--- src/rtl/muldiv_pkg.sv ---
// Shared definitions for the multiply/divide unit: op codes, FSM states, counter width.
package muldiv_pkg;
  localparam int MD_WIDTH = 32;
  localparam int ITER_W   = $clog2(MD_WIDTH);

  localparam logic [1:0] OP_MULT  = 2'b00;
  localparam logic [1:0] OP_MULTU = 2'b01;
  localparam logic [1:0] OP_DIV   = 2'b10;
  localparam logic [1:0] OP_DIVU  = 2'b11;

  typedef enum logic [1:0] {IDLE, CALC, FIX} state_e;
endpackage

--- src/rtl/muldiv_signfix.sv ---
// Magnitude extraction on entry and conditional negation of results on exit.
module muldiv_signfix #(
  parameter int WIDTH = 32
) (
  input  logic [WIDTH-1:0]   i_a,
  input  logic [WIDTH-1:0]   i_b,
  input  logic               i_signed,
  output logic [WIDTH-1:0]   o_abs_a,
  output logic [WIDTH-1:0]   o_abs_b,
  input  logic [2*WIDTH-1:0] i_res,
  input  logic               i_is_div,
  input  logic               i_neg_main,
  input  logic               i_neg_rem,
  output logic [WIDTH-1:0]   o_hi,
  output logic [WIDTH-1:0]   o_lo
);
  logic [2*WIDTH-1:0] w_prod;
  logic [WIDTH-1:0]   w_quo;
  logic [WIDTH-1:0]   w_rem;

  assign o_abs_a = (i_signed && i_a[WIDTH-1]) ? -i_a : i_a;
  assign o_abs_b = (i_signed && i_b[WIDTH-1]) ? -i_b : i_b;

  assign w_prod = i_neg_main ? -i_res : i_res;
  assign w_quo  = i_neg_main ? -i_res[WIDTH-1:0] : i_res[WIDTH-1:0];
  assign w_rem  = i_neg_rem  ? -i_res[2*WIDTH-1:WIDTH] : i_res[2*WIDTH-1:WIDTH];

  // Multiply splits the full product; divide keeps quotient in LO, remainder in HI.
  always_comb begin
    o_hi = w_prod[2*WIDTH-1:WIDTH];
    o_lo = w_prod[WIDTH-1:0];
    if (i_is_div) begin
      o_hi = w_rem;
      o_lo = w_quo;
    end
  end
endmodule

--- src/rtl/muldiv_unit.sv ---
// Radix-2 multi-cycle MULT/MULTU/DIV/DIVU with architectural HI/LO and MTHI/MTLO.
module muldiv_unit
  import muldiv_pkg::*;
#(
  parameter int WIDTH = 32
) (
  input  logic             clk,
  input  logic             reset,
  input  logic             start,
  input  logic [1:0]       op,
  input  logic [WIDTH-1:0] a,
  input  logic [WIDTH-1:0] b,
  input  logic             mthi,
  input  logic             mtlo,
  input  logic [WIDTH-1:0] wdata,
  output logic [WIDTH-1:0] hi,
  output logic [WIDTH-1:0] lo,
  output logic             busy,
  output logic             done
);
  localparam int CNT_W = (WIDTH == MD_WIDTH) ? ITER_W : $clog2(WIDTH);

  state_e             r_state, w_next;
  logic [CNT_W-1:0]   r_cnt;
  logic [2*WIDTH-1:0] r_acc;
  logic [WIDTH-1:0]   r_dvsr, r_a_raw, r_hi, r_lo;
  logic               r_is_div, r_neg_main, r_neg_rem, r_b_zero, r_done;

  logic               w_accept, w_signed, w_is_div, w_busy;
  logic [WIDTH-1:0]   w_abs_a, w_abs_b, w_fix_hi, w_fix_lo;
  logic [WIDTH:0]     w_mul_sum, w_div_tmp, w_div_diff;
  logic [2*WIDTH-1:0] w_mul_nxt, w_div_nxt;

  assign w_accept = (r_state == IDLE) && start;
  assign w_signed = (op == OP_MULT) || (op == OP_DIV);
  assign w_is_div = (op == OP_DIV)  || (op == OP_DIVU);

  muldiv_signfix #(.WIDTH(WIDTH)) u_signfix (
    .i_a(a), .i_b(b), .i_signed(w_signed),
    .o_abs_a(w_abs_a), .o_abs_b(w_abs_b),
    .i_res(r_acc), .i_is_div(r_is_div),
    .i_neg_main(r_neg_main), .i_neg_rem(r_neg_rem),
    .o_hi(w_fix_hi), .o_lo(w_fix_lo)
  );

  // Multiply: add multiplicand into upper half when LSB set, then shift right with carry.
  assign w_mul_sum = {1'b0, r_acc[2*WIDTH-1:WIDTH]} + (r_acc[0] ? {1'b0, r_dvsr} : '0);
  assign w_mul_nxt = {w_mul_sum, r_acc[WIDTH-1:1]};

  // Divide: shift remainder:dividend left, subtract divisor, restore on borrow.
  assign w_div_tmp  = r_acc[2*WIDTH-1:WIDTH-1];
  assign w_div_diff = w_div_tmp - {1'b0, r_dvsr};
  assign w_div_nxt  = w_div_diff[WIDTH] ? {w_div_tmp[WIDTH-1:0],  r_acc[WIDTH-2:0], 1'b0}
                                        : {w_div_diff[WIDTH-1:0], r_acc[WIDTH-2:0], 1'b1};

  // State register.
  always_ff @(posedge clk or posedge reset) begin
    if (reset) r_state <= IDLE;
    else       r_state <= w_next;
  end

  // Next-state and busy decode.
  always_comb begin
    w_next = r_state;
    w_busy = 1'b1;
    case (r_state)
      IDLE: begin
        w_busy = 1'b0;
        if (start) w_next = CALC;
      end
      CALC: if (r_cnt == CNT_W'(WIDTH-1)) w_next = FIX;
      FIX:  w_next = IDLE;
      default: w_next = IDLE;
    endcase
  end

  // Operand latch, iteration datapath, HI/LO commit and MTHI/MTLO writes.
  always_ff @(posedge clk or posedge reset) begin
    if (reset) begin
      r_cnt      <= '0;
      r_acc      <= '0;
      r_dvsr     <= '0;
      r_a_raw    <= '0;
      r_is_div   <= 1'b0;
      r_neg_main <= 1'b0;
      r_neg_rem  <= 1'b0;
      r_b_zero   <= 1'b0;
      r_hi       <= '0;
      r_lo       <= '0;
      r_done     <= 1'b0;
    end else begin
      r_done <= (r_state == FIX);
      if (w_accept) begin
        r_cnt      <= '0;
        r_acc      <= {{WIDTH{1'b0}}, (w_is_div ? w_abs_a : w_abs_b)};
        r_dvsr     <= w_is_div ? w_abs_b : w_abs_a;
        r_a_raw    <= a;
        r_is_div   <= w_is_div;
        r_neg_main <= w_signed && (a[WIDTH-1] ^ b[WIDTH-1]);
        r_neg_rem  <= w_signed && a[WIDTH-1];
        r_b_zero   <= (b == '0);
      end else if (r_state == IDLE) begin
        // Start takes priority; register moves only land when no op is issued.
        if (mthi) r_hi <= wdata;
        if (mtlo) r_lo <= wdata;
      end else if (r_state == CALC) begin
        r_cnt <= r_cnt + 1'b1;
        r_acc <= r_is_div ? w_div_nxt : w_mul_nxt;
      end else if (r_state == FIX) begin
        if (r_is_div && r_b_zero) begin
          r_hi <= r_a_raw;
          r_lo <= '1;
        end else begin
          r_hi <= w_fix_hi;
          r_lo <= w_fix_lo;
        end
      end
    end
  end

  assign hi   = r_hi;
  assign lo   = r_lo;
  assign busy = w_busy;
  assign done = r_done;
endmodule

--- config.mk ---
export PLATFORM = sky130hd
export DESIGN_NAME = muldiv_unit
export DESIGN_NICKNAME = d
export VERILOG_FILES = /design/src/rtl/muldiv_pkg.sv /design/src/rtl/muldiv_signfix.sv /design/src/rtl/muldiv_unit.sv
export SDC_FILE = /design/constraint.sdc
export NUM_CORES = 1
export LEC_CHECK = 0
export ABC_AREA = 1
export BUFFER_PORTS_ARGS = -buffer_cell sky130_fd_sc_hd__clkbuf_2
export CORE_MARGIN = 2
export CORE_UTILIZATION = 55
export DETAILED_ROUTE_END_ITERATION = 10
export PLACE_DENSITY = 0.76
export SLEW_MARGIN = 20
export SYNTH_ARGS = -nofsm -noshare
export SYNTH_HDL_FRONTEND = slang
export SYNTH_SLANG_ARGS = --single-unit
--- constraint.sdc ---
create_clock -name clk -period 16.2 [get_ports clk]
set_input_delay 2.43 -clock clk [delete_from_list [all_inputs] [get_ports clk]]
set_output_delay 2.43 -clock clk [all_outputs]
set_load 0.02 [all_outputs]
==> flow_metrics.py <==
metrics = {
    "floorplanning": {
        "die_w_um": 193,
        "dieArea_mm2": 0.0372,
        "fp.dieH_um": 193,
        "fp-row-count": 69,
        "start_util_pct": 55.5,
        "io_pins": 169,
        "coreArea_mm2": 0.0353,
    },
    "placed_design": {
        "preCtsSetupSlack_ns": 10.80,
        "dp_hpwl_um": 63200,
        "dpl_cell_area_mm2": 0.0206,
        "gp_congestion": 1.10,
        "portBuffers": 168,
    },
    "synth": {
        "syn_inst": 3278,
        "synth.area.top_cells": "dfrtp_1 26%, nand2_1 19%, nor2_1 8.4%, inv_1 8.3%, nand3_1 6.8%",
        "yosys_warnings": 0,
        "ys_types": 55,
        "async_flop_share_pct": 100,
        "synthesis.area_mm2": 0.0196,
        "synth_commonest_cells": "1011 x nand2_1, 438 x nor2_1, 436 x inv_1",
        "seq_area_frac_synth_pct": 26.0,
        "synth_top_cell_by_area": "dfrtp_1",
        "ys.flop_type": "dfrtp_1",
        "syn-mean-instance-area_um2": 5.98,
        "syn_nets": 3453,
        "synth_edf_count": 0,
        "post-synth-top-count-cell": "nand2_1",
        "synth.top_cell.area_share_pct": 26.0,
        "synth_seq_cells": 204,
    },
    "sta": {
        "maxSlewViolCount": 0,
        "finalHoldViolations": 0,
        "maxSlewHeadroom_pct": 23.6,
        "period_needed_ns": 4.32,
        "rsz0062_at_grt": "false",
        "fin_worst_skew_ns": 0.0293,
        "max_freq_ghz": 0.232,
        "worstMarginPinSlew_ns": 1.15,
        "setup_viol": 0,
        "finalCritPeriodShare_pct": 26.6,
        "final.setup.worst_slack_ns": 11.88,
        "whs_ns": 0.469,
        "tns_ns": 0,
    },
    "power_and_ir_drop": {
        "power_density_mw_per_mm2": 256,
        "clkPwrFrac_pct": 9.9,
        "total_leakage_power_nw": 11.5,
        "switching_share_pct": 58.9,
        "seqPwrFrac_pct": 22.5,
        "finalPower_mw": 5.47,
        "peakVddDrop_mv": 0.157,
        "p_comb_share_pct": 67.6,
        "power.internal_mw": 2.25,
        "power.switching_mw": 3.22,
    },
    "critical_path": {
        "crit_fanout": 51,
        "crit_type": "in2reg",
        "critPathMaxStageDelay_ns": 0.82,
        "required_ns": 16.69,
        "r2r-end": "r_acc[63]$_DFFE_PP0P_",
        "critical-path-slowest-cell": "inv_2",
        "crit_chain": "clkbuf_2, inv_1, nor2_4, buf_12, nand2_1, inv_2, nand2_1, nand3_1, o21ai_0, inv_1",
        "worstReg2RegStart": "r_acc[31]$_DFFE_PP0P_",
        "startpoint_type": "primary input",
        "arrival_ns": 4.80,
        "r2r_slack_ns": 12.76,
        "r2r_cells": 18,
        "end_kind": "register",
    },
    "job": {
        "maxCapViolations": 0,
    },
    "routing": {
        "via_per_inst": 5.95,
        "wl_um": 80400,
        "drcViolationCount": 0,
        "drt-initial-drc-count": 3188,
        "firstDrtPassIters": 6,
        "post_drt_wl_per_cell_um": 20.9,
        "num_vias": 22900,
        "drtAntennaViolNets": 0,
    },
    "global_route": {
        "first_global_vias": 20300,
        "grt_overflow": 0,
        "grt_max_degree": 139,
        "grt_usage_pct": 42.4,
        "grt_pass1_wl_um": 119000,
        "antenna_found_initial": 0,
    },
    "cts": {
        "clk_latency_ns": 0.55,
        "cts_tree": "done",
        "cts_buffers": 24,
        "clock_path_buffers": 3,
        "cts_sinks": 204,
        "cts_max_level": 1,
        "clock_tree.root_cell": "clkbuf_16",
        "clk_pin_slew_ns": 0.06,
        "post_cts_buffers": 0,
        "ctsResizeCount": 0,
        "postCtsHoldBufs": 0,
    },
    "finish": {
        "drive_gt1_share_pct": 9.46,
        "stdcell_area_mm2": 0.0214,
        "diodes": 0,
        "final_nets": 3549,
        "area_growth_pct": 9.24,
    },
    "worst_hold_path": {
        "holdPathStages": 1,
        "hp-start": "r_cnt[3]$_DFFE_PP0P_",
        "min_to": "r_cnt[3]$_DFFE_PP0P_",
        "worstHoldPathType": "reg2reg",
    },
    "outcome": {
        "status": "completed",
    },
}
## registers in the layout (all words and copies together), names as in the netlist
signal	cells
r_neg_main	1
r_state	2
lo	32
r_is_div	1
done	1
r_acc	64
r_cnt	5
hi	32
r_b_zero	1
r_neg_rem	1
r_dvsr	32
r_a_raw	32
## logic make-up (layout without fill, tap and decap cells)
kind of cell | count (synthesis) | after routing | synth area share, %
AO/OA/AOI/OAI | 504 | 504 | 14.8
buffers and inverters | 565 | 679 | 11.4
adder cells (fa/ha/maj) | 72 | 72 | 4.67
AND/OR/NAND/NOR | 1871 | 1871 | 40.3
flip-flops | 204 | 204 | 26.0
XOR/XNOR | 62 | 62 | 2.77
## per-layer routing
| metal | vias up | wire length (µm) | GRT usage (%) |
|---|---|---|---|
| met3 | 249 | 10800 | 8.80 |
| met4 | 0 | 4720 | 21.3 |
| met1 | 10500 | 32700 | 61.0 |
| li1 | 10700 | - | - |
| met2 | 1469 | 32200 | 59.4 |
| met5 | - | 0 | 0 |
## stage by stage
step | utilization [%] | cells
after floorplan | - | 3278
after global placement | 58.3 | 3807
after detailed placement | 58.3 | 3807
after CTS | 60.5 | 3851
after global routing | 60.6 | 3853
final | 60.6 | 3853
## area by class of cell
cell class / instances / area, µm²
Multi-Input combinational cell: 2509 / 12300
Clock inverter: 8 / 88.8
Tap cell: 461 / 577
Inverter: 451 / 1700
Sequential cell: 204 / 5110
Timing Repair Buffer: 184 / 993
Fill cell: 3623 / 13900
Clock buffer: 36 / 676
## layout by cell type, fill, tap and decap left out, drive strengths merged, types with 2 or more instances in the layout
cell type,n
clkinvlp,2
o211ai,21
a31oi,6
a21oi,178
o22ai,4
a21boi,3
inv,450
ha,70
dfrtp,204
buf,16
and2,4
o21ai,217
xor2,53
fa,2
nand4,21
nand3b,28
a22o,2
or2,19
nand3,286
a221oi,31
o21bai,15
nor3,20
nand2,1032
clkbuf,204
nor4,6
o21a,2
xnor2,9
o221ai,8
clkinv,6
a22oi,9
a21o,3
nor2,454
## power by group through the flow
stage | registers [mW] | clock network [mW] | logic (mW)
global placement | 1.19 | 0 | 3.48
global route | 1.23 | 0.559 | 4.08
finish | 1.23 | 0.543 | 3.70
detailed placement | 1.19 | 0 | 3.55
floorplan | 1.06 | 0 | 2.56
CTS | 1.18 | 0.540 | 3.57
## worst max path at each step
| stage | from | end | slack [ns] | cells past startpoint |
|---|---|---|---|---|
| floorplan | reset | done$_DFF_PP0_ | 8.20 | 1 |
| global placement | start | r_acc[15]$_DFFE_PP0P_ | 10.91 | 9 |
| detailed placement | start | r_acc[5]$_DFFE_PP0P_ | 10.80 | 9 |
| CTS | start | r_acc[5]$_DFFE_PP0P_ | 11.35 | 9 |
| global route | start | r_acc[4]$_DFFE_PP0P_ | 11.73 | 10 |
| finish | start | r_acc[16]$_DFFE_PP0P_ | 11.88 | 10 |
## worst max-delay path, delay by kind of cell
family	cells	cell delay (ns)
compound gates	1	0.10
buf+inv	5	1.27
simple gates	4	0.96
(Power assumes the default switching activity.)
